===== src/rtl/axi4_slave_wr_txn_collector.sv =====
// axi4_slave_wr_txn_collector
//   Passive tap on one slave-side AXI4 write port. It pairs each AW with its
//   W beats and the matching B response, and emits one completed-transaction
//   record per write. It never drives the bus. A full record FIFO drops
//   records and raises a flag; it never stalls AXI.
// Ports
//   aclk, areset                   clock, synchronous active-high reset
//   aw*/w*/b* (inputs)             handshake taps of the write channels
//   txn_valid / txn_ready          record output handshake (head of OUT FIFO)
//   txn_id/addr/len/size/burst     captured AW fields
//   txn_resp                       captured BRESP
//   txn_data_xor                   XOR over all beats of strobe-masked wdata
//   txn_wlast_err                  WLAST early or missing on the final beat
//   err_orphan_w/err_orphan_b/err_ovf  sticky error flags
module axi4_slave_wr_txn_collector #(
  parameter int unsigned DATA_WIDTH = 64,
  parameter int unsigned ADDR_WIDTH = 32,
  parameter int unsigned ID_WIDTH   = 4,
  parameter int unsigned AW_DEPTH   = 4,
  parameter int unsigned DC_DEPTH   = 4,
  parameter int unsigned OUT_DEPTH  = 2
) (
  input  logic                    aclk,
  input  logic                    areset,
  input  logic                    awvalid,
  input  logic                    awready,
  input  logic [ID_WIDTH-1:0]     awid,
  input  logic [ADDR_WIDTH-1:0]   awaddr,
  input  logic [7:0]              awlen,
  input  logic [2:0]              awsize,
  input  logic [1:0]              awburst,
  input  logic                    wvalid,
  input  logic                    wready,
  input  logic [DATA_WIDTH-1:0]   wdata,
  input  logic [DATA_WIDTH/8-1:0] wstrb,
  input  logic                    wlast,
  input  logic                    bvalid,
  input  logic                    bready,
  input  logic [ID_WIDTH-1:0]     bid,
  input  logic [1:0]              bresp,
  output logic                    txn_valid,
  input  logic                    txn_ready,
  output logic [ID_WIDTH-1:0]     txn_id,
  output logic [ADDR_WIDTH-1:0]   txn_addr,
  output logic [7:0]              txn_len,
  output logic [2:0]              txn_size,
  output logic [1:0]              txn_burst,
  output logic [1:0]              txn_resp,
  output logic [DATA_WIDTH-1:0]   txn_data_xor,
  output logic                    txn_wlast_err,
  output logic                    err_orphan_w,
  output logic                    err_orphan_b,
  output logic                    err_ovf
);

  localparam int unsigned SW  = DATA_WIDTH / 8;
  localparam int unsigned AWC = $clog2(AW_DEPTH + 1);
  localparam int unsigned DCC = $clog2(DC_DEPTH + 1);
  localparam int unsigned OC  = $clog2(OUT_DEPTH + 1);

  typedef struct packed {
    logic [ID_WIDTH-1:0]   id;
    logic [ADDR_WIDTH-1:0] addr;
    logic [7:0]            len;
    logic [2:0]            size;
    logic [1:0]            burst;
  } aw_t;

  typedef struct packed {
    aw_t                   aw;
    logic [DATA_WIDTH-1:0] acc;
    logic                  werr;
  } dc_t;

  typedef struct packed {
    dc_t       dc;
    logic [1:0] resp;
  } rec_t;

  // All queues are shift-compacted: slot 0 is always the oldest entry.
  aw_t  aw_q  [AW_DEPTH];
  dc_t  dc_q  [DC_DEPTH];
  rec_t out_q [OUT_DEPTH];
  logic [AWC-1:0] aw_cnt;
  logic [DCC-1:0] dc_cnt;
  logic [OC-1:0]  out_cnt;
  logic [7:0]            beat_cnt;
  logic [DATA_WIDTH-1:0] acc;

  aw_t  aw_n  [AW_DEPTH];
  dc_t  dc_n  [DC_DEPTH];
  rec_t out_n [OUT_DEPTH];
  logic [AWC-1:0] aw_cnt_n;
  logic [DCC-1:0] dc_cnt_n;
  logic [OC-1:0]  out_cnt_n;
  logic [7:0]            beat_n;
  logic [DATA_WIDTH-1:0] acc_n;
  logic ow_n, ob_n, ovf_n;

  logic aw_hs, w_hs, b_hs;
  logic [DATA_WIDTH-1:0] wmask;
  logic [DATA_WIDTH-1:0] acc_x;
  aw_t  aw_in, cur;
  logic have_head, last_beat, aw_pop, dc_push, hit, out_pop;
  dc_t  dc_ent;
  rec_t rec;
  int unsigned sel, n_aw, n_dc, n_out;

  assign aw_hs = awvalid & awready;
  assign w_hs  = wvalid & wready;
  assign b_hs  = bvalid & bready;

  always_comb begin
    wmask = '0;
    for (int unsigned i = 0; i < SW; i++) begin
      wmask[i*8 +: 8] = {8{wstrb[i]}};
    end
  end

  always_comb begin
    aw_n      = aw_q;
    dc_n      = dc_q;
    out_n     = out_q;
    aw_cnt_n  = aw_cnt;
    dc_cnt_n  = dc_cnt;
    out_cnt_n = out_cnt;
    beat_n    = beat_cnt;
    acc_n     = acc;
    ow_n      = err_orphan_w;
    ob_n      = err_orphan_b;
    ovf_n     = err_ovf;
    aw_pop    = 1'b0;
    dc_push   = 1'b0;
    dc_ent    = '0;
    hit       = 1'b0;
    sel       = 0;
    rec       = '0;

    aw_in.id    = awid;
    aw_in.addr  = awaddr;
    aw_in.len   = awlen;
    aw_in.size  = awsize;
    aw_in.burst = awburst;

    // An AW arriving on an empty queue is visible to a W beat in the same cycle.
    have_head = (aw_cnt != '0) || aw_hs;
    cur       = (aw_cnt != '0) ? aw_q[0] : aw_in;
    acc_x     = acc ^ (wdata & wmask);
    last_beat = (beat_cnt == cur.len);

    // ---------------- W path ----------------
    if (w_hs) begin
      if (!have_head) begin
        ow_n = 1'b1;
      end else if (wlast || last_beat) begin
        aw_pop      = 1'b1;
        dc_push     = 1'b1;
        dc_ent.aw   = cur;
        dc_ent.acc  = acc_x;
        dc_ent.werr = wlast ^ last_beat;  // early wlast, or final beat without wlast
        acc_n       = '0;
        beat_n      = '0;
      end else begin
        acc_n  = acc_x;
        beat_n = beat_cnt + 8'd1;
      end
    end

    // ---------------- AW queue ----------------
    n_aw = 32'(aw_cnt);
    if (aw_pop && n_aw != 0) begin
      for (int unsigned i = 0; i + 1 < AW_DEPTH; i++) aw_n[i] = aw_q[i+1];
      aw_n[AW_DEPTH-1] = '0;
      n_aw = n_aw - 1;
    end
    // When the bypassed AW also closes its burst it is consumed, not queued.
    if (aw_hs && !(aw_pop && aw_cnt == '0)) begin
      if (n_aw == AW_DEPTH) begin
        ovf_n = 1'b1;
      end else begin
        for (int unsigned i = 0; i < AW_DEPTH; i++) if (i == n_aw) aw_n[i] = aw_in;
        n_aw = n_aw + 1;
      end
    end
    aw_cnt_n = AWC'(n_aw);

    // ---------------- B path / DC queue ----------------
    // Search uses pre-cycle DC state, so a burst closing this cycle cannot match.
    n_dc = 32'(dc_cnt);
    for (int unsigned i = 0; i < DC_DEPTH; i++) begin
      if (b_hs && !hit && i < n_dc && dc_q[i].aw.id == bid) begin
        hit = 1'b1;
        sel = i;
      end
    end
    if (b_hs && !hit) ob_n = 1'b1;
    if (hit) begin
      rec.dc   = dc_q[sel];
      rec.resp = bresp;
      for (int unsigned i = 0; i + 1 < DC_DEPTH; i++) begin
        if (i >= sel) dc_n[i] = dc_q[i+1];
      end
      dc_n[DC_DEPTH-1] = '0;
      n_dc = n_dc - 1;
    end
    if (dc_push) begin
      if (n_dc == DC_DEPTH) begin
        ovf_n = 1'b1;
      end else begin
        for (int unsigned i = 0; i < DC_DEPTH; i++) if (i == n_dc) dc_n[i] = dc_ent;
        n_dc = n_dc + 1;
      end
    end
    dc_cnt_n = DCC'(n_dc);

    // ---------------- OUT FIFO ----------------
    n_out   = 32'(out_cnt);
    out_pop = (out_cnt != '0) && txn_ready;
    if (out_pop) begin
      for (int unsigned i = 0; i + 1 < OUT_DEPTH; i++) out_n[i] = out_q[i+1];
      out_n[OUT_DEPTH-1] = '0;
      n_out = n_out - 1;
    end
    if (hit) begin
      if (n_out == OUT_DEPTH) begin
        ovf_n = 1'b1;
      end else begin
        for (int unsigned i = 0; i < OUT_DEPTH; i++) if (i == n_out) out_n[i] = rec;
        n_out = n_out + 1;
      end
    end
    out_cnt_n = OC'(n_out);
  end

  always_ff @(posedge aclk) begin
    if (areset) begin
      for (int unsigned i = 0; i < AW_DEPTH; i++)  aw_q[i]  <= '0;
      for (int unsigned i = 0; i < DC_DEPTH; i++)  dc_q[i]  <= '0;
      for (int unsigned i = 0; i < OUT_DEPTH; i++) out_q[i] <= '0;
      aw_cnt       <= '0;
      dc_cnt       <= '0;
      out_cnt      <= '0;
      beat_cnt     <= '0;
      acc          <= '0;
      err_orphan_w <= 1'b0;
      err_orphan_b <= 1'b0;
      err_ovf      <= 1'b0;
    end else begin
      aw_q         <= aw_n;
      dc_q         <= dc_n;
      out_q        <= out_n;
      aw_cnt       <= aw_cnt_n;
      dc_cnt       <= dc_cnt_n;
      out_cnt      <= out_cnt_n;
      beat_cnt     <= beat_n;
      acc          <= acc_n;
      err_orphan_w <= ow_n;
      err_orphan_b <= ob_n;
      err_ovf      <= ovf_n;
    end
  end

  // Vacated FIFO slots are zeroed, so the head reads as all-zero when empty.
  assign txn_valid     = (out_cnt != '0);
  assign txn_id        = out_q[0].dc.aw.id;
  assign txn_addr      = out_q[0].dc.aw.addr;
  assign txn_len       = out_q[0].dc.aw.len;
  assign txn_size      = out_q[0].dc.aw.size;
  assign txn_burst     = out_q[0].dc.aw.burst;
  assign txn_resp      = out_q[0].resp;
  assign txn_data_xor  = out_q[0].dc.acc;
  assign txn_wlast_err = out_q[0].dc.werr;

endmodule

===== config.mk =====
export PLATFORM = sky130hd
export DESIGN_NAME = axi4_slave_wr_txn_collector
export DESIGN_NICKNAME = d
export VERILOG_FILES = /design/src/rtl/axi4_slave_wr_txn_collector.sv
export SDC_FILE = /design/constraint.sdc
export NUM_CORES = 2
export LEC_CHECK = 0
export ABC_CLOCK_PERIOD_IN_PS = 9140
export CAP_MARGIN = 20
export CORE_UTILIZATION = 40
export DETAILED_ROUTE_END_ITERATION = 8
export PLACE_DENSITY = 0.63
export SETUP_SLACK_MARGIN = 0.2
export SYNTH_ARGS = -nofsm -noshare
export SYNTH_HDL_FRONTEND = slang
export SYNTH_SLANG_ARGS = --single-unit

===== constraint.sdc =====
create_clock -name aclk -period 9.14 [get_ports aclk]
set_input_delay 0.914 -clock aclk [delete_from_list [all_inputs] [get_ports aclk]]
set_output_delay 0.914 -clock aclk [all_outputs]
set_load 0.02 [all_outputs]

==> results_dict.tcl <==
set metrics [dict create \
    fin_crit_sh_pct 71.3 \
    globalplace.congestion 0.808 \
    startpoint "aw_cnt[0]" \
    syn_area_mm2 0.0460 \
    cp.arrival_ps 7110 \
    syn2layout_area_growth_pct 12.4 \
    post_cts_buffers 0 \
    drt-pass1-iter-count 7 \
    wire_per_inst_um 19.1 \
    final_common_cell "nand2_1" \
    worstMarginPinSlew_ps 1130 \
    synth_area_per_cell_um2 7.99 \
    tns_ps 0 \
    fin_skew_ps 32.1 \
    cts_resized 0 \
    place_area_mm2 0.0482 \
    synth_cell_types 59 \
    hp-class "register to register" \
    io_pins 257 \
    async_flop_share_pct 0 \
    grt_pass1_wl_um 214000 \
    cp.required_ps 9730 \
    post-place-ws_ps 2600 \
    cts_tree "done" \
    synthFlopType "dfxtp_1" \
    max_freq_mhz 154 \
    synth_area_leader_cell "dfxtp_1" \
    num-nets-final 5697 \
    period_minus_slack_ps 6510 \
    hold_buffers 0 \
    routed-via-count 39600 \
    cts_root_buf "clkbuf_16" \
    clk_pin_slew_worst_paths_ps 60 \
    io_buffer_count 256 \
    ys_seq_area_share_pct 42.1 \
    clock_path_buffers 3 \
    ys_warn_count 0 \
    rr_worst_depth 17 \
    fp.dieH_um 341 \
    antenna_found_initial 4 \
    setup_slack_ps 2630 \
    clk_latency_ps 700 \
    drc 0 \
    start_util_pct 40.3 \
    mostFrequentLayoutCells "nand2_1 (1449), dfxtp_1 (967), nor2_1 (475)" \
    maxCapViolCount 0 \
    drt_iter0_drc 3385 \
    num_rows 124 \
    synth_seq_cells 967 \
    finalWirelength_um 136000 \
    finalSetupViolCount 0 \
    critPathMaxFanout 71 \
    relSlewSlack_pct 24.6 \
    design_area_mm2 0.0517 \
    synth_top_area_share_pct 42.1 \
    powerDensity_mw_per_mm2 183 \
    ctsHtreeMaxLevel 3 \
    drtAntennaViolNets 0 \
    routed_via_density 5.54 \
    cts_made_buffers 102 \
    ir_worst_vdd_v 0.000136 \
    core_area_mm2 0.114 \
    hold_violations 0 \
    n_fill_cell 11200 \
    synthCells 5754 \
    worstReg2RegStart "aw_cnt[0]" \
    critical_path_class "register to register" \
    start_kind "register" \
    die_area_mm2 0.116 \
    slew_viol_final 0 \
    hp-start "out_q[31]" \
    grt_pass1_vias 36900 \
    track_usage_pct 22.6 \
    leakage_uw 0.0193 \
    status "completed" \
    rsz0062_at_grt "false" \
    drive_gt1_share_pct 7.83 \
    whs_path_depth 2 \
    place_hpwl_um 79600 \
    synth_edf_count 0 \
    grt_max_degree 204 \
    critPathCaptureType "register" \
    overflow 0 \
    syn_nets 5904 \
    die_w_um 341 \
    ys_top_cells_by_area "dfxtp_1 (42%), nand2_1 (12%), mux2i_1 (8.3%)" \
    cts.sinks 967 \
]
[where the power goes]
part	leakage, uW	total (uW)	internal (uW)	switching, uW
sequential	0.00780	4330	4290	41.8
clock	0.00172	4290	2510	1780
combinational	0.00983	847	254	594
[synthesized netlist by cell type, types with 122 or more instances]
cell type,instances
a311oi_1,149
dfxtp_1,967
clkbuf_1,376
a21oi_1,348
nor3_1,183
o31ai_1,220
inv_1,122
buf_4,125
mux2i_1,379
nor2_1,477
nand2_1,1458
o21ai_0,217
[layer usage]
layer  vias up  track usage [%]  part of all wire (%)
met5         -                0                 0.016
met4         4             5.97                   1.9
met3       169             3.82                   7.1
met2      1271             36.0                    45
met1     18900             31.6                    46
li1      19200                -                     -
[through the flow]
stage                     total power [uW]  hold WS, ps  utilization [%]  std cells
after floorplan                       4940          425                -       5754
after global placement                5250          433             42.2       6952
after detailed placement              5260          441             42.2       6953
after CTS                             9540          450             45.2       7141
after global routing                  9800          465             45.2       7144
final                                 9470          448             45.2       7144
[worst paths after layout]
kind / end / slack [ps]
max: aw_q[20] / 2630
min: out_q[31] / 450
max reg2reg: aw_q[20] / 2630
min reg2reg: out_q[31] / 450
[state kept, by name, summed over array words and instances (netlist names), 2 cells and up]
signal / flops
txn_resp: 2
txn_burst: 2
txn_len: 8
dc_q: 456
aw_q: 196
dc_cnt: 3
acc: 64
out_q: 116
txn_id: 4
txn_data_xor: 64
out_cnt: 2
txn_addr: 32
beat_cnt: 8
txn_size: 3
aw_cnt: 3
[cell families (layout without fill, tap and decap cells)]
group | count (synthesis) | count (layout) | synth area share (%)
other | 0 | 1 | 0
xor gates and xnor gates | 103 | 103 | 1.96
buffers and inverters | 740 | 617 | 7.37
and+or+nand+nor | 2213 | 2213 | 19.0
muxes | 508 | 508 | 11.4
adders and majority gates | 13 | 13 | 0.354
AOI/OAI and AO/OA | 1210 | 1210 | 17.8
DFF | 967 | 967 | 42.1
[final cells by class]
type	count	area (um2)	area share [%]
timing repair buffer	307	3050	5.91
tap	1512	1890	3.66
sequential	967	19400	37.5
clock inverter	39	430	0.833
clock buffer	149	3020	5.85
inverter	122	458	0.886
multi-input combinational	4047	23400	45.4
antenna	1	2.50	0.00484
[critical path, cell delays in order, from the launching register on]
cell	delay, ps
dfxtp_1	330
inv_1	80
ha_1	190
ha_4	570
buf_4	430
mux2i_1	410
xnor2_1	170
nor4_1	70
nand2_1	90
ha_4	790
or3_4	730
buf_4	680
a21oi_1	260
inv_1	130
ha_1	240
and2_2	820
nand2_1	150
a21oi_1	150
Note: power is estimated with default switching activity, not from simulation.
